### config.mk
export PLATFORM = sky130hd
export DESIGN_NAME = montador_senha
export DESIGN_NICKNAME = d
export VERILOG_FILES = /design/src/rtl/Tipos.sv /design/src/rtl/contador_timeout.sv /design/src/rtl/montador_senha.sv
export SDC_FILE = /design/constraint.sdc
export NUM_CORES = 1
export LEC_CHECK = 0
export CORE_UTILIZATION = 45
export CTS_CLUSTER_DIAMETER = 60
export DETAILED_ROUTE_END_ITERATION = 16
export MAX_ROUTING_LAYER = met4
export PLACE_DENSITY = 0.74
export SLEW_MARGIN = 10
export SYNTH_ARGS = -nofsm -noshare
export SYNTH_HDL_FRONTEND = slang
export SYNTH_SLANG_ARGS = --single-unit
### constraint.sdc
create_clock -name clk -period 2 [get_ports clk]
set_input_delay 0.2 -clock clk [delete_from_list [all_inputs] [get_ports clk]]
set_output_delay 0.2 -clock clk [all_outputs]
set_load 0.1 [all_outputs]
### src/rtl/Tipos.sv
// Shared types and constants for the password assembler: packet type, key codes,
// sentinel packets and FSM states.
package Tipos;

    localparam int NUM_DIGITOS = 20;

    typedef logic [NUM_DIGITOS-1:0][3:0] senhaPac_t;

    localparam logic [3:0] TECLA_AST  = 4'hA;
    localparam logic [3:0] TECLA_CERQ = 4'hB;

    localparam senhaPac_t PAC_VAZIO   = {NUM_DIGITOS{4'hF}};
    localparam senhaPac_t PAC_SAIR    = {NUM_DIGITOS{4'hB}};
    localparam senhaPac_t PAC_TIMEOUT = {NUM_DIGITOS{4'hE}};

    typedef enum logic [1:0] {
        VAZIO   = 2'd0,
        ENTRADA = 2'd1,
        EMITE   = 2'd2
    } estado_t;

    function automatic logic e_digito(input logic [3:0] code);
        return code <= 4'd9;
    endfunction

endpackage

### src/rtl/contador_timeout.sv
// Inactivity counter for the password assembler; only instantiated when
// MONTADOR_TIMEOUT_EN is defined.
module contador_timeout #(
    parameter int CLK_FREQ  = 50_000_000,
    parameter int TIMEOUT_S = 5,
    localparam int LIMITE   = CLK_FREQ * TIMEOUT_S,
    localparam int W        = $clog2(LIMITE + 1)
) (
    input  logic clk,
    input  logic rst,
    input  logic clear,
    input  logic run,
    output logic expired
);

    localparam logic [W-1:0] LIM  = W'(LIMITE);
    localparam logic [W-1:0] LAST = W'(LIMITE - 1);

    logic [W-1:0] cnt_q;

    // Clearing loads 1 because the clearing cycle (the accepted key) already counts
    // as the first elapsed cycle; saturation keeps expiry sticky if a key is discarded.
    always_ff @(posedge clk) begin
        if (rst) begin
            cnt_q <= '0;
        end else if (clear) begin
            cnt_q <= W'(1);
        end else if (run && cnt_q < LIM) begin
            cnt_q <= cnt_q + W'(1);
        end
    end

    assign expired = run && (cnt_q >= LAST);

endmodule

### src/rtl/montador_senha.sv
// Keypad password assembler: collects up to 20 digits and emits a packet on '#'.
// Optional inactivity timeout enabled by defining MONTADOR_TIMEOUT_EN.
module montador_senha
    import Tipos::*;
#(
    parameter int CLK_FREQ  = 50_000_000,
    parameter int TIMEOUT_S = 5
) (
    input  logic       clk,
    input  logic       rst,
    input  logic       enable,
    input  logic       key_valid,
    input  logic [3:0] key_code,
    output senhaPac_t  digitos_value,
    output logic       digitos_valid
);

    estado_t    state_q, state_d;
    senhaPac_t  buf_q, buf_d;
    senhaPac_t  emit_q, emit_d;
    logic [4:0] count_q, count_d;
    logic       key_acc;
    logic       expired;

`ifdef MONTADOR_TIMEOUT_EN
    logic timer_clear;
    logic timer_run;

    assign timer_clear = !enable || key_acc || (state_q != ENTRADA);
    assign timer_run   = enable && (state_q == ENTRADA);

    contador_timeout #(
        .CLK_FREQ  (CLK_FREQ),
        .TIMEOUT_S (TIMEOUT_S)
    ) u_timeout (
        .clk     (clk),
        .rst     (rst),
        .clear   (timer_clear),
        .run     (timer_run),
        .expired (expired)
    );
`else
    logic unused_cfg;

    assign expired    = 1'b0;
    assign unused_cfg = ^{CLK_FREQ, TIMEOUT_S, key_acc};
`endif

    always_ff @(posedge clk) begin
        if (rst) begin
            state_q <= VAZIO;
            buf_q   <= PAC_VAZIO;
            emit_q  <= PAC_VAZIO;
            count_q <= '0;
        end else begin
            state_q <= state_d;
            buf_q   <= buf_d;
            emit_q  <= emit_d;
            count_q <= count_d;
        end
    end

    // A recognised key always takes priority over a timeout in the same cycle.
    always_comb begin
        state_d = state_q;
        buf_d   = buf_q;
        emit_d  = emit_q;
        count_d = count_q;
        key_acc = 1'b0;

        if (!enable) begin
            state_d = VAZIO;
            buf_d   = PAC_VAZIO;
            count_d = '0;
        end else if (state_q == EMITE) begin
            state_d = VAZIO;
        end else if (key_valid && e_digito(key_code)) begin
            if (count_q < 5'(NUM_DIGITOS)) begin
                key_acc = 1'b1;
                buf_d   = {buf_q[NUM_DIGITOS-2:0], key_code};
                count_d = count_q + 5'd1;
                state_d = ENTRADA;
            end
        end else if (key_valid && key_code == TECLA_CERQ) begin
            key_acc = 1'b1;
            emit_d  = (count_q == 5'd0) ? PAC_VAZIO : buf_q;
            buf_d   = PAC_VAZIO;
            count_d = '0;
            state_d = EMITE;
        end else if (key_valid && key_code == TECLA_AST) begin
            key_acc = 1'b1;
            buf_d   = PAC_VAZIO;
            count_d = '0;
            if (count_q == 5'd0) begin
                emit_d  = PAC_SAIR;
                state_d = EMITE;
            end else begin
                state_d = VAZIO;
            end
        end else if (state_q == ENTRADA && expired) begin
            emit_d  = PAC_TIMEOUT;
            buf_d   = PAC_VAZIO;
            count_d = '0;
            state_d = EMITE;
        end
    end

    assign digitos_valid = (state_q == EMITE);
    assign digitos_value = digitos_valid ? emit_q : buf_q;

endmodule

# Yosys cells after proc, flatten, opt, wreduce, memory -nomap -nowiden
# Index checks and enable logic that the tools add are counted.
# classes
n_addsub	1
n_lt_le_gt_ge	2
n_eq_ne	4
n_mux	18
n_bitwise	3
reduce_logical	12
# op_table
op	count
$mux 80	9
$mux 5	4
$mux 2	5
$eq 4x4->1 const B	2
$add 5x1->5 const B	1
$logic_not 5->1	1
$lt 5x5->1 const B	1
$reduce_and 5->1	1
$le 4x4->1 const B	1
$reduce_bool 2->1	2
$logic_and 1x1->1	3
$not 1->1	3
$reduce_and 3->1	1
$reduce_bool 3->1	1
$reduce_or 3->1	1
$eq 2x2->1 const B	1
$ne 2x1->1 const B	1
$reduce_and 2->1	1
$reduce_or 2->1	1
# word_totals
ff_bits	167
input_bits	8
output_inout_bits	81

# Logic depth before layout (Yosys ltp)
# Gate-level depths: netlist of run 1.
# depth
ltp_word	5
mapped_depth	8
mapped_depth_nobuf	6

# Worst setup path after synthesis of run 1
# OpenSTA, ideal clock, no wires.
# synth_timing
kind	reg-to-output
from	reg state_q[0]
to	out digitos_value[70] (netlist name)
arrival_ns	2.663
setup_slack_ns	-0.863
stages_incl_launch_ff	7
n_path_buf	2
cell_sequence	dfxtp_1 -> nand2b_1 -> inv_1 -> clkbuf_1 -> clkbuf_1 -> nand2_1 -> nand2_1
# synth_rtl
item	line_no	text
from (decl)	montador_senha.sv:18	estado_t state_q, state_d;
from (signal assigned)	montador_senha.sv:56	state_q <= state_d;
to (decl)	montador_senha.sv:14	output senhaPac_t digitos_value,

==> results.md, run 1 <==
- The run finished with clean final reports.
- The number of clock sinks seen by CTS is 167.
- The core area is 0.0160 mm².
- In this run the most critical hold path is launched from rst.
- The clock transition time at the flip-flop clock pins of the worst setup and hold paths is around 60 ps.
- The worst-skew pair later-pin latency is ~430 ps.
- The total overflow reported by the global router is 0.
- The clock skew is ~7.4 ps.
- The post-synthesis register bit count is 167.
- The worst path in the final design needs a cycle of 1940 ps, including I/O delays and setup.
- The synthesized design contains 0 enable-type register cells.
- For this run, design rule violations remaining after detail routing come to 0.
- The number of DRC violations after detailed-routing iteration 0 is 641.
- For this run, the total global-route usage over all layers was measured as 0.238.
- Counting both buffers and inverters, the worst setup path holds a total of 3.
- The CTS tree is built.
- 0 antenna diodes ended up in the layout.
- The wire length of the first global-routing pass is about 31 mm.
- Across all layers, the routed design uses between 6000 and 7000 vias.
- The slew at the pin with the worst max-slew slack is slightly below 900 ps.
- In this run, post-CTS hold repair placed 0 buffers.
- The routed via count divided by cell count is roughly 5.3.
- Setup repair after global routing left no endpoint under its margin.
- The instance count along the most critical hold path is 4.
- The die is 131 µm tall.
- The worst setup path is launched from a register.
- The first detailed-routing pass ran for 8 iterations.
- The die span in x is roughly 130 µm.
- At the worst endpoint, the arrival time is 1740 ps.
- The cell area that synthesis handed to floorplanning was around 0.0074 mm².
- The portion of synthesized cell area occupied by the leading cell type is 0.450.
- The clock tree root buffer cell is clkbuf_16.
- Row generation in the floorplan step produced 46 rows.
- The worst stage delay on the critical path is between 300 and 400 ps.
- The post-route setup TNS is 0 ps.
- For this design, the slowest cell found on the critical path is dfxtp_1.
- Counting the buffers created by CTS gives 17.
- The critical path is of the register to output pin type.
- The die footprint is 0.0170 mm².
- The largest total area in the synthesized netlist belongs to dfxtp_1.
- The share of the clock period used by the worst path after layout is 0.969.
- After detailed routing, the total wire length is 18.8 mm.
- The critical path goes through nand2b_4 -> clkinv_8 -> buf_12 -> nand2_1 -> nand2_1 -> buf_12.
- During synthesis, Yosys emitted a total of 0 warnings.
- The number of cells produced by synthesis is around 1000.
- For this run, the leading register cell type out of synthesis is dfxtp_1.
- Routability-driven placement finished with a final weighted congestion of ~0.85.
- The count of nets left with antenna violations after detail routing is 0.
- The overall power consumption is roughly 0.0073 W.
- Measured against its own limit, the worst slew margin works out to 0.403.
- The power per cell area is between 700 and 800 mW/mm².
- The final count of pins violating max slew is 0.
- The internal reg-to-reg setup slack is around 150 ps.
- The maximum VDD drop is ~0.69 mV.
- After synthesis, the netlist uses 34 different library cells.
- The number of antenna violations at the first check in global routing is 0.
- The path class of the tightest hold or removal check is input pin to register.
- The initial utilization of the core area, before any placement, comes to 0.464.
- At the worst endpoint, the required time is 1800 ps.
- The average detailed-routed wire length per instance is around 14 µm.
- The cell depth of the worst flop-to-flop path is 7.
- By area the synthesized netlist is led by dfxtp_1, nand2_1, nor3_1.
- The endpoint identified for the worst register-to-register timing path is emit_q[40]$_SDFFE_PP1P_.
- The startpoint of the worst-slack reg-to-reg timing path is count_q[0]$_SDFFE_PP0P_.
- The endpoint with the worst hold slack is buf_q[3]$_SDFFE_PP1P_.
- For this design the static power due to leakage is just under 4 nW.
- The final-report setup violation count is 0.
- The depth of the CTS H-tree is 4.
- The peak fanout along the critical path is 25.
- The post-layout worst setup margin is 62.0 ps.
- The capturing element type of the critical path is an output pin.
- In the final layout, the share of cells above drive strength 1 is 0.283.
- After legalization and detailed placement, the total HPWL measured ~12 mm.
- The share of synthesized area occupied by flip-flops and latches is 0.450.
- For this design the top-level I/O count stands at 89.
- The kind of cell adding the most delay to the critical path is buffers and inverters.
- From synthesis to final layout, the design area changed by 39.1%.
- In this run the deepest clock path goes through 2 buffers.
- The number of global-route vias before repair is 6312.
- The proportion of register bits with asynchronous set or reset after synthesis is 0.
- The upper clock frequency limit is roughly 520 MHz.
- At the end of the flow, the number of nets in the layout was 1078.
- The mean instance size in the synthesized netlist is around 7.4 µm².
- The reported max-cap violation count is 0.
- The net count after synthesis is 1015.
- Buffers placed on the I/O ports in this run total 88.
- Entering global routing, the biggest net connects roughly 80 pins.
- Timing analysis after detailed placement gives a worst setup slack of -34.1 ps.
- The hold violation count in the final report is 0.
[what timing repair did]
action,4_1_cts,5_1_grt
setup buffers,0,3
setup endpoints to repair,71,65
gates resized for setup,5,3
[synthesized netlist by cell type (2+ instances only)]
| cell type | instances |
|---|---|
| o2111ai_1 | 2 |
| nand2b_1 | 2 |
| nor3_2 | 60 |
| buf_4 | 2 |
| nand2_1 | 263 |
| nor2_1 | 133 |
| a221o_1 | 8 |
| nor3_1 | 144 |
| buf_2 | 17 |
| clkbuf_1 | 63 |
| o21ai_0 | 26 |
| a21oi_1 | 82 |
| ha_1 | 2 |
| buf_6 | 6 |
| nand3_1 | 6 |
| or3_1 | 2 |
| inv_1 | 4 |
| dfxtp_1 | 167 |
[cells by family (layout without fill, tap and decap cells)]
kind of cell / Yosys count / count (layout) / synth area share
AOI/OAI and AO/OA: 125 / 125 / 0.0933
DFF: 167 / 167 / 0.450
adders and majority gates: 2 / 2 / 0.00337
and+or+nand+nor: 619 / 619 / 0.397
buffers and inverters: 92 / 167 / 0.0564
[sequential cells by signal, indices dropped and copies added, names as in the netlist]
| name | count |
|---|---|
| buf_q | 80 |
| count_q | 5 |
| emit_q | 80 |
| state_q | 2 |
[stage by stage]
step | cell area [µm²] | util | instances | hold slack, ps
after global routing | 10300 | 0.646 | 1296 | 258
after detailed placement | 9700 | 0.606 | 1262 | 451
after global placement | 9700 | 0.606 | 1262 | 445
final | 10300 | 0.646 | 1296 | 227
after CTS | 10300 | 0.644 | 1293 | 217
after floorplan | 7630 | - | 1005 | 339
[final cells by class]
type	count	area, µm²
fillers	1370	5660
flip-flops and latches	167	3350
well taps	216	270
multi-input cells	746	3920
repair buffers	132	2190
clock buffers	24	502
inverters	4	27.5
clock inverters	7	92.6
[where the power goes]
part / internal, W / switching, W
clock network: 0.00199 / 0.00130
logic: 0.000227 / 0.000473
registers: 0.00334 / 0.0000136
[per-layer routing]
metal	share of wire	vias to the layer above	global-route usage
li1	-	3473	-
met4	0.021	0	0.0906
met1	0.45	3227	0.306
met3	0.046	32	0.0440
met2	0.48	185	0.372
met5	0	-	-
[worst max-delay path by stage]
stage,from,end,slack [ps],depth (start not counted)
6_report,state_q[0]$_SDFFE_PP0P_,digitos_value[79],60,6
5_1_grt,state_q[0]$_SDFFE_PP0P_,digitos_value[79],5,6
4_1_cts,state_q[1]$_SDFFE_PP0P_,digitos_value[79],4,6
3_5_place_dp,key_code[1],emit_q[12]$_SDFFE_PP1P_,-30,6
3_3_place_gp,key_code[1],emit_q[33]$_SDFFE_PP1P_,-10,6
2_1_floorplan,state_q[0]$_SDFFE_PP0P_,digitos_value[70],50,6
[layout by cell type, fill, tap and decap left out, types with 2 or more instances in the layout]
master and count:
a21oi_1 82, a221o_1 8, buf_12 94, buf_4 30
bufinv_16 2, clkbuf_1 2, clkbuf_16 17, clkbuf_8 5
clkdlybuf4s50_1 6, clkinv_2 2, clkinvlp_4 3, dfxtp_1 165
dfxtp_2 2, ha_1 2, inv_1 3, nand2_1 184
nand2_2 79, nand3_1 5, nor2_1 133, nor3_1 143
nor3_2 61, o21ai_0 26, or3_1 2
[worst min-delay path: cells and delay by family]
kind            cells  cell delay (ps)
buf+inv             2              280
simple gates        1               80
compound gates      1               60
Power figures use the tool's default switching activity.
==> inputs of run 2 (changes only) <==
Settings changed: SLEW_MARGIN 10 to 30.
==> results of run 2 <==
The final DEF is identical to that of run 1; final timing and power are the same.
